===== src/rtl/apb_fifo_master.sv =====
// -----------------------------------------------------------------------------
// apb_fifo_master
//
// APB-side drain engine for the AHB-to-APB bridge. Pops address/data write
// entries from the read port of the bridge's async FIFO (rclk domain). Issues
// one APB write transfer per entry. Handles pready wait states, pslverr and a
// wait-state timeout.
//
// Ports
//   rclk, rrst_n       read-domain clock, asynchronous active-low reset
//   rempty             FIFO empty flag
//   fifo_rdata         FIFO head data, valid the cycle after rinc
//   fifo_addr          FIFO head address, valid the cycle after rinc
//   rinc               FIFO pop strobe, one-cycle pulse
//   paddr, pwdata      APB address / write data, held through ACCESS
//   pwrite, psel,      APB control
//   penable
//   pready, pslverr    APB slave response
//   busy               high whenever the engine is not IDLE
//   err_count          saturating count of failed (pslverr or timed-out) transfers
//   timeout_err        one-cycle pulse when a transfer is aborted on timeout
//
// Every output is a register. The outputs are decoded from the *next* state, so
// they line up with the state register and do not lag it by a cycle.
// -----------------------------------------------------------------------------
module apb_fifo_master #(
  parameter int DSIZE   = 32,
  parameter int AWIDTH  = 32,
  parameter int PADDR_W = 32,
  parameter int TIMEOUT = 16
) (
  input  logic               rclk,
  input  logic               rrst_n,
  input  logic               rempty,
  input  logic [DSIZE-1:0]   fifo_rdata,
  input  logic [AWIDTH-1:0]  fifo_addr,
  output logic               rinc,
  output logic [PADDR_W-1:0] paddr,
  output logic [DSIZE-1:0]   pwdata,
  output logic               pwrite,
  output logic               psel,
  output logic               penable,
  input  logic               pready,
  input  logic               pslverr,
  output logic               busy,
  output logic [7:0]         err_count,
  output logic               timeout_err
);

  localparam int CNT_W = $clog2(TIMEOUT);
  localparam logic [CNT_W-1:0] CNT_LAST = CNT_W'(TIMEOUT - 1);

  typedef enum logic [2:0] {
    IDLE,
    POP,
    LOAD,
    SETUP,
    ACCESS
  } state_t;

  state_t           state, state_nxt;
  logic [CNT_W-1:0] wait_cnt, wait_cnt_nxt;
  logic             xfer_done;   // ACCESS completed with pready
  logic             xfer_abort;  // ACCESS aborted on timeout
  logic             err_hit;

  // Next-state logic. Completion is tested before the timeout, so pready
  // arriving in the last allowed cycle still counts as a normal completion.
  always_comb begin
    // NOTE: every variable driven here gets a default first; a path that
    // leaves one unassigned would infer a latch.
    state_nxt    = state;
    wait_cnt_nxt = wait_cnt;
    xfer_done    = 1'b0;
    xfer_abort   = 1'b0;

    unique case (state)
      IDLE:   if (!rempty) state_nxt = POP;
      POP:    state_nxt = LOAD;
      LOAD:   state_nxt = SETUP;
      SETUP:  state_nxt = ACCESS;
      ACCESS: begin
        if (pready)                   xfer_done    = 1'b1;
        else if (wait_cnt == CNT_LAST) xfer_abort  = 1'b1;
        else                          wait_cnt_nxt = wait_cnt + 1'b1;

        // rempty is only looked at here, so entries arriving mid-transfer
        // wait for this decision and back-to-back pops skip IDLE entirely.
        if (xfer_done || xfer_abort) begin
          wait_cnt_nxt = '0;
          state_nxt    = rempty ? IDLE : POP;
        end
      end
      default: state_nxt = IDLE;
    endcase
  end

  // pslverr is only meaningful alongside pready.
  assign err_hit = (xfer_done && pslverr) || xfer_abort;

  // NOTE: sequential state uses non-blocking assignments so every register
  // samples the pre-edge values regardless of statement order.
  always_ff @(posedge rclk or negedge rrst_n) begin
    if (!rrst_n) begin
      state       <= IDLE;
      wait_cnt    <= '0;
      rinc        <= 1'b0;
      psel        <= 1'b0;
      penable     <= 1'b0;
      pwrite      <= 1'b0;
      busy        <= 1'b0;
      timeout_err <= 1'b0;
      paddr       <= '0;
      pwdata      <= '0;
      err_count   <= '0;
    end else begin
      state       <= state_nxt;
      wait_cnt    <= wait_cnt_nxt;
      rinc        <= (state_nxt == POP);
      psel        <= (state_nxt == SETUP) || (state_nxt == ACCESS);
      pwrite      <= (state_nxt == SETUP) || (state_nxt == ACCESS);
      penable     <= (state_nxt == ACCESS);
      busy        <= (state_nxt != IDLE);
      timeout_err <= xfer_abort;

      // The FIFO presents the popped entry one cycle after rinc (LOAD).
      if (state == LOAD) begin
        paddr  <= fifo_addr[PADDR_W-1:0];
        pwdata <= fifo_rdata;
      end

      if (err_hit && (err_count != 8'hFF)) err_count <= err_count + 8'd1;
    end
  end

endmodule


===== config.mk =====
export PLATFORM = sky130hd
export DESIGN_NAME = apb_fifo_master
export DESIGN_NICKNAME = d
export VERILOG_FILES = /design/src/rtl/apb_fifo_master.sv
export SDC_FILE = /design/constraint.sdc
export NUM_CORES = 1
export LEC_CHECK = 0
export CORE_ASPECT_RATIO = 1.1
export CORE_MARGIN = 4
export CORE_UTILIZATION = 45
export CTS_CLUSTER_SIZE = 24
export DETAILED_ROUTE_END_ITERATION = 16
export PLACE_DENSITY_LB_ADDON = 0.05
export SETUP_SLACK_MARGIN = 0.5
export SLEW_MARGIN = 10
export SYNTH_ARGS = -nofsm -noshare
export SYNTH_HDL_FRONTEND = slang
export SYNTH_SLANG_ARGS = --single-unit

===== constraint.sdc =====
create_clock -name rclk -period 3.8 [get_ports rclk]
set_input_delay 0.76 -clock rclk [delete_from_list [all_inputs] [get_ports rclk]]
set_output_delay 0.76 -clock rclk [all_outputs]
set_load 0.02 [all_outputs]

==> impl.org <==
** Routing
- After the first detailed-routing iteration, the DRC count stood at between 50 and 60.
- Drt drc :: 0
- Detailed-route via count :: roughly 2300
- Total routed wirelength :: between 7000 and 8000 µm
- Routed Antenna Nets :: 0
- In the final routed layout, each cell accounts on average for around 17 µm.
- Count of TritonRoute iterations in the first routing pass :: 4
- Via density :: 5.00

** Placed design
- Count of buffers from port buffering :: 146
- The congestion estimate from routability-driven global placement came to around 0.79.
- Final HPWL DP :: about 5500 µm

** Worst setup path
- On the critical path, the stage with the largest delay is an instance of sky130_fd_sc_hd__clkdlybuf4s50_1.
- The critical path is of the reg2out type.
- Maximum fanout encountered on the critical timing path :: 6
- Crit path DAT :: approximately 1500 ps
- Worst r2r src :: state[1]
- STA classifies the critical path endpoint as a primary output.
- Bufs and invs on worst path :: 1
- Cell depth of the worst flop-to-flop path :: 3
- Required @ worst endpoint :: a little over 3000 ps
- STA classifies the critical path startpoint as a flip-flop.
- The largest single stage delay on the critical path is around 650 ps.
- The kind of cell with the highest combined delay along the critical path is buffers and inverters.
- Register-to-register setup slack :: around 1800 ps
- Cells traversed along the worst timing path :: clkdlybuf4s50_1
- Destination of the worst register-to-register timing path :: pwdata[16]

** Yosys
- The share of synthesized area in the top cell type comes to approximately 62%.
- Counting flops with an async set or reset pin after synthesis yields a share of 100%.
- The most used flip-flop cell after synthesis is sky130_fd_sc_hd__dfrtp_1.
- The synthesized design spends more area on one cell type than any other, namely sky130_fd_sc_hd__dfrtp_1.
- EDFF count, synth :: 0
- Each instance of the synthesized netlist takes up on average 15.4 µm².
- Number of standard cells after synthesis :: approximately 220
- Ranked by total cell area, the synthesized netlist is headed by sky130_fd_sc_hd__dfrtp_1 62%, sky130_fd_sc_hd__mux2_2 20%, sky130_fd_sc_hd__buf_12 3.6%.
- Flop and latch count out of synthesis :: 84
- The number of different library cells used by synthesis comes to 30.
- Post-synth net total :: 290
- The mapped netlist covers around 3400 µm².
- The Yosys step of the flow raised 0 warnings.
- Fraction of the yosys area taken by sequential cells :: about 62%

** Global route
- Global routing used approximately 28% of the available met2 tracks.
- GRT overflow :: 0
- Met1 Resource Use GR :: 22.0%
- Number of antenna violations at the first check in global routing :: 0
- Global-route wire length before repair :: ~12000 µm
- Entering global routing, the biggest net connects 85 pins.
- Global-route total usage across every layer :: between 15 and 20%
- Met3 global-route usage :: under 10%
- Number of global-route vias before repair :: 2328
- Peak-usage layer in the global routing report :: met2

** Power and ir drop
- In this run, flip-flops and latches consume between 30% and 40% of the power.
- The clock network is responsible for 17.6% of the overall power.
- In this run switching power makes up approximately a third of total power.
- Cell leakage power :: 2.14 nW
- Largest vdd supply drop :: about 570 µV
- Summed over all nets, the switching power comes to roughly 1.6 mW.
- For this design the ratio of total power to cell area is between 900 and 1000 nW/µm².
- In this run, the combinational gates consume 48.5% of the power.
- Internal power comes to roughly 3.0 mW.

** Clock network
- Clock-pin transition on the worst setup and hold timing paths :: 80 ps
- Clock buffer count from CTS :: 9
- The H-tree was split into 3 levels.
- The clock reaches the later pin of the worst-skew pair after approximately 350 ps.
- The tree built by TritonCTS fans out to between 80 and 90 sinks.
- After clock tree synthesis, the flow added hold-fix buffers numbering 0.
- Buffer levels on the longest clock path :: 2
- Number of resized instances in the post-cts repair step :: 0
- Master cell of the clock root buffer :: sky130_fd_sc_hd__clkbuf_8
- Post-CTS timing repair inserted 0 buffers for setup.
- Clock tree from TritonCTS :: yes

** Timing
- Final hold viol count :: 0
- Slew at the pin with the worst max-slew slack :: between 1000 and 1500 ps
- Maximum operating frequency :: around 450 MHz
- For the final database, setup skew stands at around 11 ps.
- After routing, the total negative slack on setup checks comes to 0 ps.
- The worst path uses 58.4% of the clock period.
- Headroom to the max-slew limit came out at a little under a third.
- Subtracting the final worst setup slack from the clock period gives around 2200 ps.
- The count of final max-slew check failures is 0.
- RSZ-0062 raised after global routing :: no
- Final count of negative-setup-slack endpoints :: 0

** Die
- In this run the core area contains 32 standard-cell rows.
- Die H :: 98.9 µm
- Initial standard-cell utilization of the core :: between 40% and 50%
- Horizontal die dimension :: between 90 and 100 µm
- Core area :: roughly 7000 µm²
- Full die area :: 8960 µm²
- between 100 and 150 I/O pins were placed.

** Job
- Across the run, the number of max-cap violations was 0.

** Final layout
- Filler Cells Inserted :: about 520
- Area growth from synthesis to layout :: 49.8%
- Number of nets in the layout :: approximately 440
- Fraction of final layout cells sized beyond drive strength 1 :: a little over a fifth
- # diodes :: 0
- Util after Layout :: approximately 71%
- Most frequent cells in the layout :: 145 x sky130_fd_sc_hd__clkdlybuf4s50_1, 84 x sky130_fd_sc_hd__dfrtp_1, 60 x sky130_fd_sc_hd__mux2_2
- The library cell used most frequently in the layout, excluding fill and tap cells, is sky130_fd_sc_hd__clkdlybuf4s50_1.

** Hold path
- Type of the most critical hold path :: reg2reg
- Worst hold path startpoint :: pwdata[29]
- Counting instances, the worst hold path has a depth of 1.
- Hold EP :: pwdata[29]

** Run status
- The flow ran to the end, and the final reports show no timing, DRC or antenna violations.
-- cell usage after synthesis (2+ instances only) --
cell,number
sky130_fd_sc_hd__a31oi_1,2
sky130_fd_sc_hd__buf_12,6
sky130_fd_sc_hd__buf_4,2
sky130_fd_sc_hd__dfrtp_1,84
sky130_fd_sc_hd__ha_1,2
sky130_fd_sc_hd__inv_1,2
sky130_fd_sc_hd__mux2_1,5
sky130_fd_sc_hd__mux2_2,60
sky130_fd_sc_hd__nand2_1,9
sky130_fd_sc_hd__nand3_1,5
sky130_fd_sc_hd__nand4_1,2
sky130_fd_sc_hd__nor2_1,7
sky130_fd_sc_hd__nor3_1,3
sky130_fd_sc_hd__o21ai_0,8
sky130_fd_sc_hd__xnor2_1,2
sky130_fd_sc_hd__xor2_1,6
-- how the worst max path moves through the flow --
stage | cells after the start | to | start
3_3_place_gp | 4 | err_count[1] | pready
6_report | 1 | err_count[3] | err_count[3]
3_5_place_dp | 4 | err_count[1] | pready
2_1_floorplan | 3 | err_count[1] | pready
4_1_cts | 1 | err_count[3] | err_count[3]
5_1_grt | 1 | err_count[3] | err_count[3]
-- logic make-up (layout without fill, tap and decap cells) --
logic type,Yosys count,in the layout,synth area share (%)
buf+inv,10,163,4.22
mux,65,65,21.7
compound gates,14,14,2.63
flops,84,84,62.2
simple gates,36,36,6.51
xor+xnor,8,8,2.07
fa+ha+maj,2,2,0.740
-- power by group through the flow --
stage	clock [mW]	combinational (mW)	sequential [mW]
after detailed placement	0	2.26	1.58
after global routing	0.853	2.36	1.62
after floorplan	0	0.920	2.02
after global placement	0	2.23	1.56
final	0.806	2.23	1.56
after CTS	0.819	2.27	1.56
-- area by class of cell --
class	instances	area (µm²)	share of cell area, %
clock buffers	10	128	2.52
clock inverters	5	125	2.47
inverters	2	7.51	0.148
multi-input cells	125	1140	22.4
flip-flops and latches	84	2100	41.5
well taps	85	106	2.10
repair buffers	146	1460	28.8
-- sequential cells by signal (all words and copies together) (netlist names) --
register,count
timeout_err,1
pwdata,32
err_count,8
psel,1
penable,1
rinc,1
paddr,32
state,3
wait_cnt,4
busy,1
-- routing by layer --
| metal | wire length, µm | share of wire (%) |
|---|---|---|
| met3 | 521 | 6.8 |
| met1 | 3220 | 42 |
| met4 | 165 | 2.2 |
| met2 | 3750 | 49 |
| met5 | 0 | 0 |
-- stage by stage --
step                worst slack [ps]  total power [mW]  hold slack, ps  std cells  cell area (µm²)
floorplan                       2090              2.94             464        219             3380
global placement                1440              3.78             469        442             4810
detailed placement              1390              3.84             474        442             4810
CTS                             1570              4.65             492        457             5060
global route                    1490              4.83             516        457             5060
finish                          1580              4.59             488        457             5060
No activity file was read; power rests on OpenSTA's default activity.
